<file path="config.mk">
export PLATFORM = sky130hd
export DESIGN_NAME = apb_master_arbiter
export DESIGN_NICKNAME = d
export VERILOG_FILES = /design/src/rtl/apb_ctrl_pkg.sv /design/src/rtl/rr_arbiter.sv /design/src/rtl/apb_master_arbiter.sv
export SDC_FILE = /design/constraint.sdc
export NUM_CORES = 1
export LEC_CHECK = 0
export BUFFER_PORTS_ARGS = -buffer_cell sky130_fd_sc_hd__buf_4
export CAP_MARGIN = 15
export CORE_MARGIN = 2
export CORE_UTILIZATION = 39
export DETAILED_ROUTE_END_ITERATION = 8
export GPL_TIMING_DRIVEN = 0
export PLACE_DENSITY = 0.84
export SLEW_MARGIN = 20
export SYNTH_ARGS = -nofsm -noshare
export SYNTH_HDL_FRONTEND = slang
export SYNTH_SLANG_ARGS = --single-unit
</file>
<file path="constraint.sdc">
create_clock -name clk -period 1.8 [get_ports clk]
set_input_delay 0 -clock clk [delete_from_list [all_inputs] [get_ports clk]]
set_output_delay 0 -clock clk [all_outputs]
set_load 0.05 [all_outputs]
</file>
<file path="src/rtl/apb_ctrl_pkg.sv">
// rtl/apb_ctrl_pkg.sv - shared types and packed-vector helpers for the APB master arbiter
package apb_ctrl_pkg;

    typedef enum logic [1:0] {
        IDLE   = 2'd0,
        SETUP  = 2'd1,
        ACCESS = 2'd2,
        DONE   = 2'd3
    } apb_mst_state_e;

    // Upper bounds for the generic slice helper; callers zero-extend into the
    // wide argument and truncate the result back to their own field width.
    localparam int SLICE_MAX_W   = 64;
    localparam int SLICE_MAX_VEC = 1024;

    // Extract field idx of width w from a packed vector of equal-width fields.
    function automatic logic [SLICE_MAX_W-1:0] vec_slice(
        input logic [SLICE_MAX_VEC-1:0] vec,
        input int unsigned              idx,
        input int unsigned              w
    );
        logic [SLICE_MAX_W-1:0] mask;
        if (w >= SLICE_MAX_W)
            mask = '1;
        else
            mask = (SLICE_MAX_W'(1) << w) - SLICE_MAX_W'(1);
        return SLICE_MAX_W'(vec >> (idx * w)) & mask;
    endfunction

endpackage

</file>
<file path="src/rtl/rr_arbiter.sv">
// rtl/rr_arbiter.sv - combinational round-robin picker starting at a given pointer
module rr_arbiter #(
    parameter int N  = 2,
    parameter int IW = (N > 1) ? $clog2(N) : 1
) (
    input  logic [N-1:0]  req,
    input  logic [IW-1:0] pointer,
    output logic [N-1:0]  gnt,
    output logic [IW-1:0] gnt_idx,
    output logic          any
);

    logic found;

    // Two passes: indices at/after the pointer first, then the wrapped ones.
    always_comb begin
        gnt     = '0;
        gnt_idx = '0;
        found   = 1'b0;
        for (int j = 0; j < N; j++) begin
            if (!found && req[j] && (j >= int'(pointer))) begin
                found   = 1'b1;
                gnt[j]  = 1'b1;
                gnt_idx = IW'(j);
            end
        end
        for (int j = 0; j < N; j++) begin
            if (!found && req[j] && (j < int'(pointer))) begin
                found   = 1'b1;
                gnt[j]  = 1'b1;
                gnt_idx = IW'(j);
            end
        end
    end

    assign any = |req;

endmodule

</file>
<file path="src/rtl/apb_master_arbiter.sv">
// rtl/apb_master_arbiter.sv - round-robin shared APB master running one SETUP/ACCESS transfer per grant
module apb_master_arbiter
    import apb_ctrl_pkg::*;
#(
    parameter int NUM_REQ        = 2,
    parameter int ADDR_WIDTH     = 32,
    parameter int DATA_WIDTH     = 32,
    parameter int TIMEOUT_CYCLES = 16
) (
    input  logic                          clk,
    input  logic                          rst_n,
    input  logic [NUM_REQ-1:0]            req,
    input  logic [NUM_REQ-1:0]            req_write,
    input  logic [NUM_REQ*ADDR_WIDTH-1:0] req_addr,
    input  logic [NUM_REQ*DATA_WIDTH-1:0] req_wdata,
    output logic [NUM_REQ-1:0]            ack,
    output logic [DATA_WIDTH-1:0]         rsp_rdata,
    output logic                          rsp_err,
    output logic                          rsp_timeout,
    output logic                          busy,
    output logic                          psel,
    output logic                          penable,
    output logic                          pwrite,
    output logic [ADDR_WIDTH-1:0]         paddr,
    output logic [DATA_WIDTH-1:0]         pwdata,
    input  logic [DATA_WIDTH-1:0]         prdata,
    input  logic                          pready,
    input  logic                          pslverr
);

    localparam int IW = $clog2(NUM_REQ);
    localparam int CW = (TIMEOUT_CYCLES > 0) ? $clog2(TIMEOUT_CYCLES + 1) : 1;

    apb_mst_state_e state;
    logic [IW-1:0]      rr_ptr;
    logic [IW-1:0]      cur_idx;
    logic [NUM_REQ-1:0] cur_gnt;
    logic [CW-1:0]      wait_cnt;

    logic [NUM_REQ-1:0] arb_gnt;
    logic [IW-1:0]      arb_idx;
    logic               arb_any;

    rr_arbiter #(
        .N  (NUM_REQ),
        .IW (IW)
    ) u_rr_arbiter (
        .req     (req),
        .pointer (rr_ptr),
        .gnt     (arb_gnt),
        .gnt_idx (arb_idx),
        .any     (arb_any)
    );

    always_ff @(posedge clk) begin
        if (!rst_n) begin
            state       <= IDLE;
            rr_ptr      <= '0;
            cur_idx     <= '0;
            cur_gnt     <= '0;
            wait_cnt    <= '0;
            ack         <= '0;
            rsp_rdata   <= '0;
            rsp_err     <= 1'b0;
            rsp_timeout <= 1'b0;
            busy        <= 1'b0;
            psel        <= 1'b0;
            penable     <= 1'b0;
            pwrite      <= 1'b0;
            paddr       <= '0;
            pwdata      <= '0;
        end else begin
            unique case (state)
                IDLE: begin
                    if (arb_any) begin
                        cur_idx <= arb_idx;
                        cur_gnt <= arb_gnt;
                        paddr   <= ADDR_WIDTH'(vec_slice(SLICE_MAX_VEC'(req_addr),
                                                         32'(arb_idx), ADDR_WIDTH));
                        pwdata  <= DATA_WIDTH'(vec_slice(SLICE_MAX_VEC'(req_wdata),
                                                         32'(arb_idx), DATA_WIDTH));
                        pwrite  <= |(req_write & arb_gnt);
                        psel    <= 1'b1;
                        busy    <= 1'b1;
                        state   <= SETUP;
                    end
                end
                SETUP: begin
                    penable  <= 1'b1;
                    wait_cnt <= '0;
                    state    <= ACCESS;
                end
                ACCESS: begin
                    // A ready slave always wins over a timeout in the same cycle.
                    if (pready) begin
                        rsp_rdata   <= pwrite ? '0 : prdata;
                        rsp_err     <= pslverr;
                        rsp_timeout <= 1'b0;
                        psel        <= 1'b0;
                        penable     <= 1'b0;
                        ack         <= cur_gnt;
                        state       <= DONE;
                    end else if ((TIMEOUT_CYCLES > 0) &&
                                 (wait_cnt == CW'(TIMEOUT_CYCLES - 1))) begin
                        rsp_rdata   <= '0;
                        rsp_err     <= 1'b1;
                        rsp_timeout <= 1'b1;
                        psel        <= 1'b0;
                        penable     <= 1'b0;
                        ack         <= cur_gnt;
                        state       <= DONE;
                    end else if (TIMEOUT_CYCLES > 0) begin
                        wait_cnt <= wait_cnt + CW'(1);
                    end
                end
                DONE: begin
                    ack         <= '0;
                    rsp_rdata   <= '0;
                    rsp_err     <= 1'b0;
                    rsp_timeout <= 1'b0;
                    busy        <= 1'b0;
                    rr_ptr      <= (cur_idx == IW'(NUM_REQ - 1)) ? '0 : cur_idx + IW'(1);
                    state       <= IDLE;
                end
                default: state <= IDLE;
            endcase
        end
    end

endmodule

</file>
==> results.toml, run 1 <==
[flow_run]
cap_violations = 0

[pwr]
p_total_mw = 13.9
ir_drop_mv = 0.874
pwr-share-clk = 0.214
p_comb_frac = 0.519
leakagePower_nw = 4.30
intPower_mw = 7.68
seq_power_share = 0.267
p_per_area_nw_per_um2 = 1420
p_switching_mw = 6.26
sw_frac_of_total = 0.449

[timing]
timing.final.crit_period_ns = 1.83
skew_ns = 0.00623
fmax_mhz = 548
slew_violations = 0
rsz0062_at_grt = "true"
worst_slack_ns = -0.0254
slew_headroom = 0.655
hold_viol = 0
whs_ns = 0.0595
worst_pin_slew_ns = 0.517
setup_viol = 3
period_share = 1.01

[place]
dpl.cell_count = 1067
place_congestion = 0.907
hpwl_mm = 13.6
io_buffers = 269

[drt]
num_vias = 7194
drt-initial-drc-count = 598
totalWireLength_mm = 24.4
drt.antenna.violating_nets = 0
route.detailed.drc = 0
avgViaCountPerCell = 5.64
routedWlPerCell_um = 19.1
drt_pass1_iterations = 6

[floorplan]
die_area_um2 = 14300
ios = 272
start_util = 0.396
rows = 42
die_w_um = 120
die_h_um = 120
core_um2 = 13200

[synth]
syn_nets = 795
synthCells = 622
yosysWarnings = 0
syn-cell-area_um2 = 5230
synth_seq_cells = 115
ys_seq_area_frac = 0.440
synth.area.top_cells = "dfxtp_1 44%, o21ai_0 12%, nand3b_1 9.3%, a31oi_1 7.9%, mux2i_1 6.1%"
synth_top_area_cell = "dfxtp_1"
ys_types = 38
async_reset_ff_frac = 0
synth_ff_type = "dfxtp_1"
yosys.area.top_type_share = 0.440
synth_edf_count = 0
syn_area_per_cell_um2 = 8.41

[cells_and_area]
drive_gt1_frac = 0.313
nets = 1256
fill_cells = 854
area_delta_synth_final_pct = 88.3
stdcell_count = 1275

[clocking]
cts_tree = "built"
clk_latency_ns = 0.41
cts_buffers = 17
cts.sinks = 115
htreeDepth = 4
clock_path_buffers = 2
root_buffer = "clkbuf_16"
clk_pin_slew_worst_paths_ns = 0.05

[critical_path]
worstRegToRegCells = 6
endpoint_kind = "flop"
critPathRequiredTime_ns = 2.14
cp.arrival_ns = 2.16
worstPathMaxFanout = 5
worstSetupPathType = "flop to flop"
start_kind = "flop"

[global_route]
antenna_found_initial = 3
first_global_vias = 7268
grt_pass1_wl_mm = 36.4
track_usage = 0.322
overflow = 0
grt_max_degree = 17

[status]
status = "complete, but fails checks"
violations = "negative setup slack"

[hold_path]
min_path_type = "input pin to flop"
holdPathStages = 4
[worst paths after layout]
path | slack, ns | startpoint | endpoint
worst max-delay path | -0.03 | wait_cnt[1] | wait_cnt[2]
worst min-delay path | 0.06 | pslverr | rsp_err
worst max register to register | -0.03 | wait_cnt[1] | wait_cnt[2]
worst min register to register | 0.46 | rsp_rdata[2] | rsp_rdata[2]
[through the flow]
stage               instance area, um^2  setup WS (ns)   util  TNS (ns)
finish                             9850        -0.0254  0.747   -0.0420
global placement                   7500         -0.163  0.569     -6.08
global route                       9850        -0.0964  0.746    -0.370
floorplan                          5260         0.0105      -         0
detailed placement                 7500         -0.250  0.569    -10.24
CTS                                9740       -0.00940  0.738   -0.0149
[metal layers]
metal | track usage | wire (um)
met4 | 0.210 | 1400
met1 | 0.345 | 8960
met3 | 0.0989 | 2260
met2 | 0.548 | 11800
met5 | 0 | 0
[Yosys cell counts, types with 2 or more instances]
| master | n |
|---|---|
| ha_1 | 5 |
| dfxtp_1 | 115 |
| a31oi_1 | 66 |
| nor2_1 | 4 |
| nor3_1 | 4 |
| mux2i_1 | 32 |
| o21ai_1 | 7 |
| nand3_1 | 6 |
| o21ai_0 | 130 |
| buf_2 | 3 |
| nand3b_1 | 65 |
| o21a_1 | 7 |
| buf_6 | 4 |
| or4_1 | 2 |
| clkbuf_1 | 53 |
| inv_1 | 7 |
| nand4_1 | 2 |
| buf_4 | 4 |
| a21oi_1 | 13 |
| nand2_1 | 74 |
| nand2b_1 | 2 |
[worst max-delay path, stage by stage (launching register included)]
cell and delay, ns:
dfxtp_2 0.33, ha_4 0.15, and3_4 0.18, ha_4 0.18
or3b_1 0.39, or4_1 0.44, o21ai_1 0.09
[state kept, by name, indices dropped and copies added, names as in the netlist]
register     cells
pwdata          32
wait_cnt         5
cur_idx          1
cur_gnt          2
rr_ptr           1
ack              2
penable          1
rsp_rdata       32
psel             1
pwrite           1
rsp_err          1
busy             1
paddr           32
rsp_timeout      1
state            2
[repair_timing]
action                                  in CTS  in global routing
pin swaps                                    5                  3
cloned                                       0                  1
endpoints found under the setup margin      98                 84
buffers inserted                             4                  3
hold endpoints to repair                   104                  0
gates resized for setup                     19                 23
hold buffers                               165                  0
[cell usage in the layout, fill, tap and decap left out, drive strengths merged, types with 2 or more instances in the layout]
cell / netlist / routed
buf: 12 / 290
dlygate4sd3: 0 / 165
o21ai: 137 / 137
dfxtp: 115 / 115
clkbuf: 53 / 77
nand2: 74 / 74
a31oi: 66 / 66
nand3b: 65 / 65
mux2i: 32 / 32
a21oi: 13 / 13
inv: 7 / 7
o21a: 7 / 7
clkinv: 1 / 7
nand3: 6 / 6
ha: 5 / 5
diode: 0 / 4
nor2: 4 / 4
nor3: 4 / 4
or4: 2 / 2
nand2b: 2 / 2
nand4: 2 / 2
nor3b: 2 / 2
or2: 2 / 2
[power groups by stage]
stage,logic (mW),clock network [mW],registers (mW)
floorplan,2.15,0,5.95
global placement,6.42,0,3.67
detailed placement,6.46,0,3.70
CTS,6.88,2.98,3.66
global route,7.56,3.14,3.78
finish,7.24,2.98,3.72
[cells by family (layout without fill, tap and decap cells)]
kind of cell / Yosys count / count (layout) / synth area share
DFF: 115 / 115 / 0.440
AOI/OAI and AO/OA: 227 / 227 / 0.239
buffers and inverters: 73 / 546 / 0.0617
adders and majority gates: 5 / 5 / 0.0120
other: 0 / 4 / 0
muxes: 33 / 33 / 0.0634
and+or+nand+nor: 169 / 169 / 0.184
[layout make-up]
class                      instances  area (um^2)  area share
inverter                           8         30.0     0.00305
timing repair buffer             442         3750       0.381
clock buffer                      25          485      0.0493
tap                              176          220      0.0224
antenna                            4         10.0     0.00102
buffer                            65          353      0.0358
sequential                       115         2300       0.234
clock inverter                     6         30.0     0.00305
multi-input combinational        434         2670       0.271
No activity file was read; power rests on OpenSTA's default activity.
==> run 2, diff against run 1 <==
--- a/config.mk
+++ b/config.mk
@@ -16,3 +16,4 @@
 export SYNTH_ARGS = -nofsm -noshare
 export SYNTH_HDL_FRONTEND = slang
 export SYNTH_SLANG_ARGS = --single-unit
+export TNS_END_PERCENT = 10
==> run 2 against run 1 <==
  * The run still ends with negative setup slack left
  * Combinational power grew 1%
  * Routed wire length increased by 0.33%
  * Register-to-register slack got worse by 0.02 ns
  * Clock-buffer cell count unchanged
  * Sequential cell count unchanged
  * Power grew 0.47%
  * Cell count down 0.24%
  * First-iteration DRC count grew 0.67%
  * Sequential share of layout area about the same
  * Non-clock buffer count down 2
  * Design area barely moved
  * Die area is the same
  * Critical endpoint unchanged
  * Largest cell class unchanged
==> results.toml, run 2 (synthesis results as in run 1) <==
[clocking]
cts_tree = "built"
root_buffer = "clkbuf_16"
cts.sinks = 115
clk_pin_slew_worst_paths_ns = 0.05
clk_latency_ns = 0.41
cts_buffers = 17
clock_path_buffers = 2
htreeDepth = 4

[timing]
hold_viol = 0
skew_ns = 0.00508
fin_setup_tns_ns = -0.120
slew_headroom = 0.654
period_share = 1.03
timing.final.crit_period_ns = 1.85
worst_pin_slew_ns = 0.518
fmax_mhz = 540
slew_violations = 0
worst_slack_ns = -0.0503
whs_ns = 0.0364
rsz0062_at_grt = "true"
setup_viol = 7

[drt]
routedWlPerCell_um = 19.2
num_vias = 7125
totalWireLength_mm = 24.5
drt.antenna.violating_nets = 0
drt-initial-drc-count = 602
drt_pass1_iterations = 5
route.detailed.drc = 0
avgViaCountPerCell = 5.60

[pwr]
p_switching_mw = 6.28
p_total_mw = 14.0
leakagePower_nw = 4.30
seq_power_share = 0.265
intPower_mw = 7.74
pwr-share-clk = 0.212
sw_frac_of_total = 0.448
ir_drop_mv = 0.874
p_per_area_nw_per_um2 = 1420
p_comb_frac = 0.523

[global_route]
grt_max_degree = 17
track_usage = 0.324
antenna_found_initial = 3
overflow = 0
grt_pass1_wl_mm = 36.6
first_global_vias = 7358

[place]
hpwl_mm = 13.6
placed_area_um2 = 7500
dpl.cell_count = 1067
dp_slack_ns = -0.250
io_buffers = 269
place_congestion = 0.907

[critical_path]
cp_common_cell = "ha_4"
rrSetupSlack_ns = -0.05
r2r_start = "wait_cnt[0]"
critPathRequiredTime_ns = 2.14
worstRegToRegCells = 6
worstPathMaxFanout = 5
cp.arrival_ns = 2.19
path_depth = 6
endpoint_kind = "flop"
worst-path-buf-inv = 0
crit_slowest_cell = "or4_1"
path_delay_family = "simple AND/OR/NAND/NOR gates"
path_cells = "ha_4 -> and3_4 -> ha_4 -> or3b_1 -> or4_1 -> o21ai_1"
start_kind = "flop"
rr_endpoint = "wait_cnt[2]"
worstSetupPathType = "flop to flop"
crit_path_max_incr_delay_ns = 0.44
crit_path_end = "wait_cnt[2]"
startpoint = "wait_cnt[0]"

[cells_and_area]
nets = 1254
stdcell_count = 1272
area_delta_synth_final_pct = 88.3
most-common-layout-cells = "276 x buf_4, 165 x dlygate4sd3_1, 127 x o21ai_0, 113 x dfxtp_1, 74 x nand2_1"
drive_gt1_frac = 0.311
final_common_cell = "buf_4"
final_area_um2 = 9840
fill_cells = 846
fin_util = 0.746
reg.largest.list = "paddr: 32 flops, pwdata: 32 flops, rsp_rdata: 32 flops"

[hold_path]
min_path_type = "input pin to flop"

[floorplan]
rows = 42
start_util = 0.396
die_h_um = 120
core_um2 = 13200
ios = 272
die_w_um = 120
die_area_um2 = 14300

[status]
status = "complete, but fails checks"
violations = "negative setup slack"

[flow_run]
cap_violations = 0
[run 2: area by class of cell]
cell class / count / area [um^2] / share of cell area
Clock inverter: 6 / 30.0 / 0.00305
Antenna cell: 3 / 7.51 / 0.000763
Tap cell: 176 / 220 / 0.0224
Sequential cell: 115 / 2300 / 0.234
Clock buffer: 25 / 485 / 0.0493
Multi-Input combinational cell: 434 / 2660 / 0.270
Buffer: 65 / 353 / 0.0358
Timing Repair Buffer: 440 / 3750 / 0.381
Inverter: 8 / 30.0 / 0.00305
[run 2: worst register-to-register path, delay by kind of cell (launching register included)]
| kind | cells | cell delay [ns] |
|---|---|---|
| compound gates | 1 | 0.10 |
| simple gates | 3 | 1.01 |
| flops | 1 | 0.34 |
| fa+ha+maj | 2 | 0.34 |
[run 2: what timing repair did]
action | CTS | global route
resized for setup | 16 | 29
hold buffers | 165 | 0
gates cloned | 0 | 2
pin swaps | 4 | 4
buffers inserted | 2 | 2
endpoints found under the setup margin | 98 | 88
endpoints found under the hold margin | 104 | 0
[run 2: power groups by stage]
stage                     logic (mW)  registers (mW)  clock network, mW
after global routing            7.63            3.78               3.12
after detailed placement        6.46            3.70                  0
final                           7.32            3.72               2.97
after global placement          6.42            3.67                  0
after floorplan                 2.15            5.95                  0
after CTS                       6.87            3.66               2.98
[run 2: metal layers]
| metal | track usage | vias to the layer above | share of wire |
|---|---|---|---|
| met4 | 0.212 | 0 | 0.058 |
| met1 | 0.344 | 3347 | 0.36 |
| li1 | - | 3175 | - |
| met2 | 0.557 | 482 | 0.49 |
| met5 | 0 | - | 0 |
| met3 | 0.0965 | 121 | 0.092 |
[run 2: worst min-delay path by stage]
stage                     startpoint      endpoint  slack [ns]  depth (start not counted)
after floorplan            prdata[0]  rsp_rdata[0]        0.14                          2
after global placement     prdata[0]  rsp_rdata[0]        0.25                          3
after detailed placement   prdata[2]  rsp_rdata[2]        0.26                          3
after CTS                     pready       penable        0.02                          4
after global routing         pslverr       rsp_err        0.07                          4
final                         pready       penable        0.04                          4
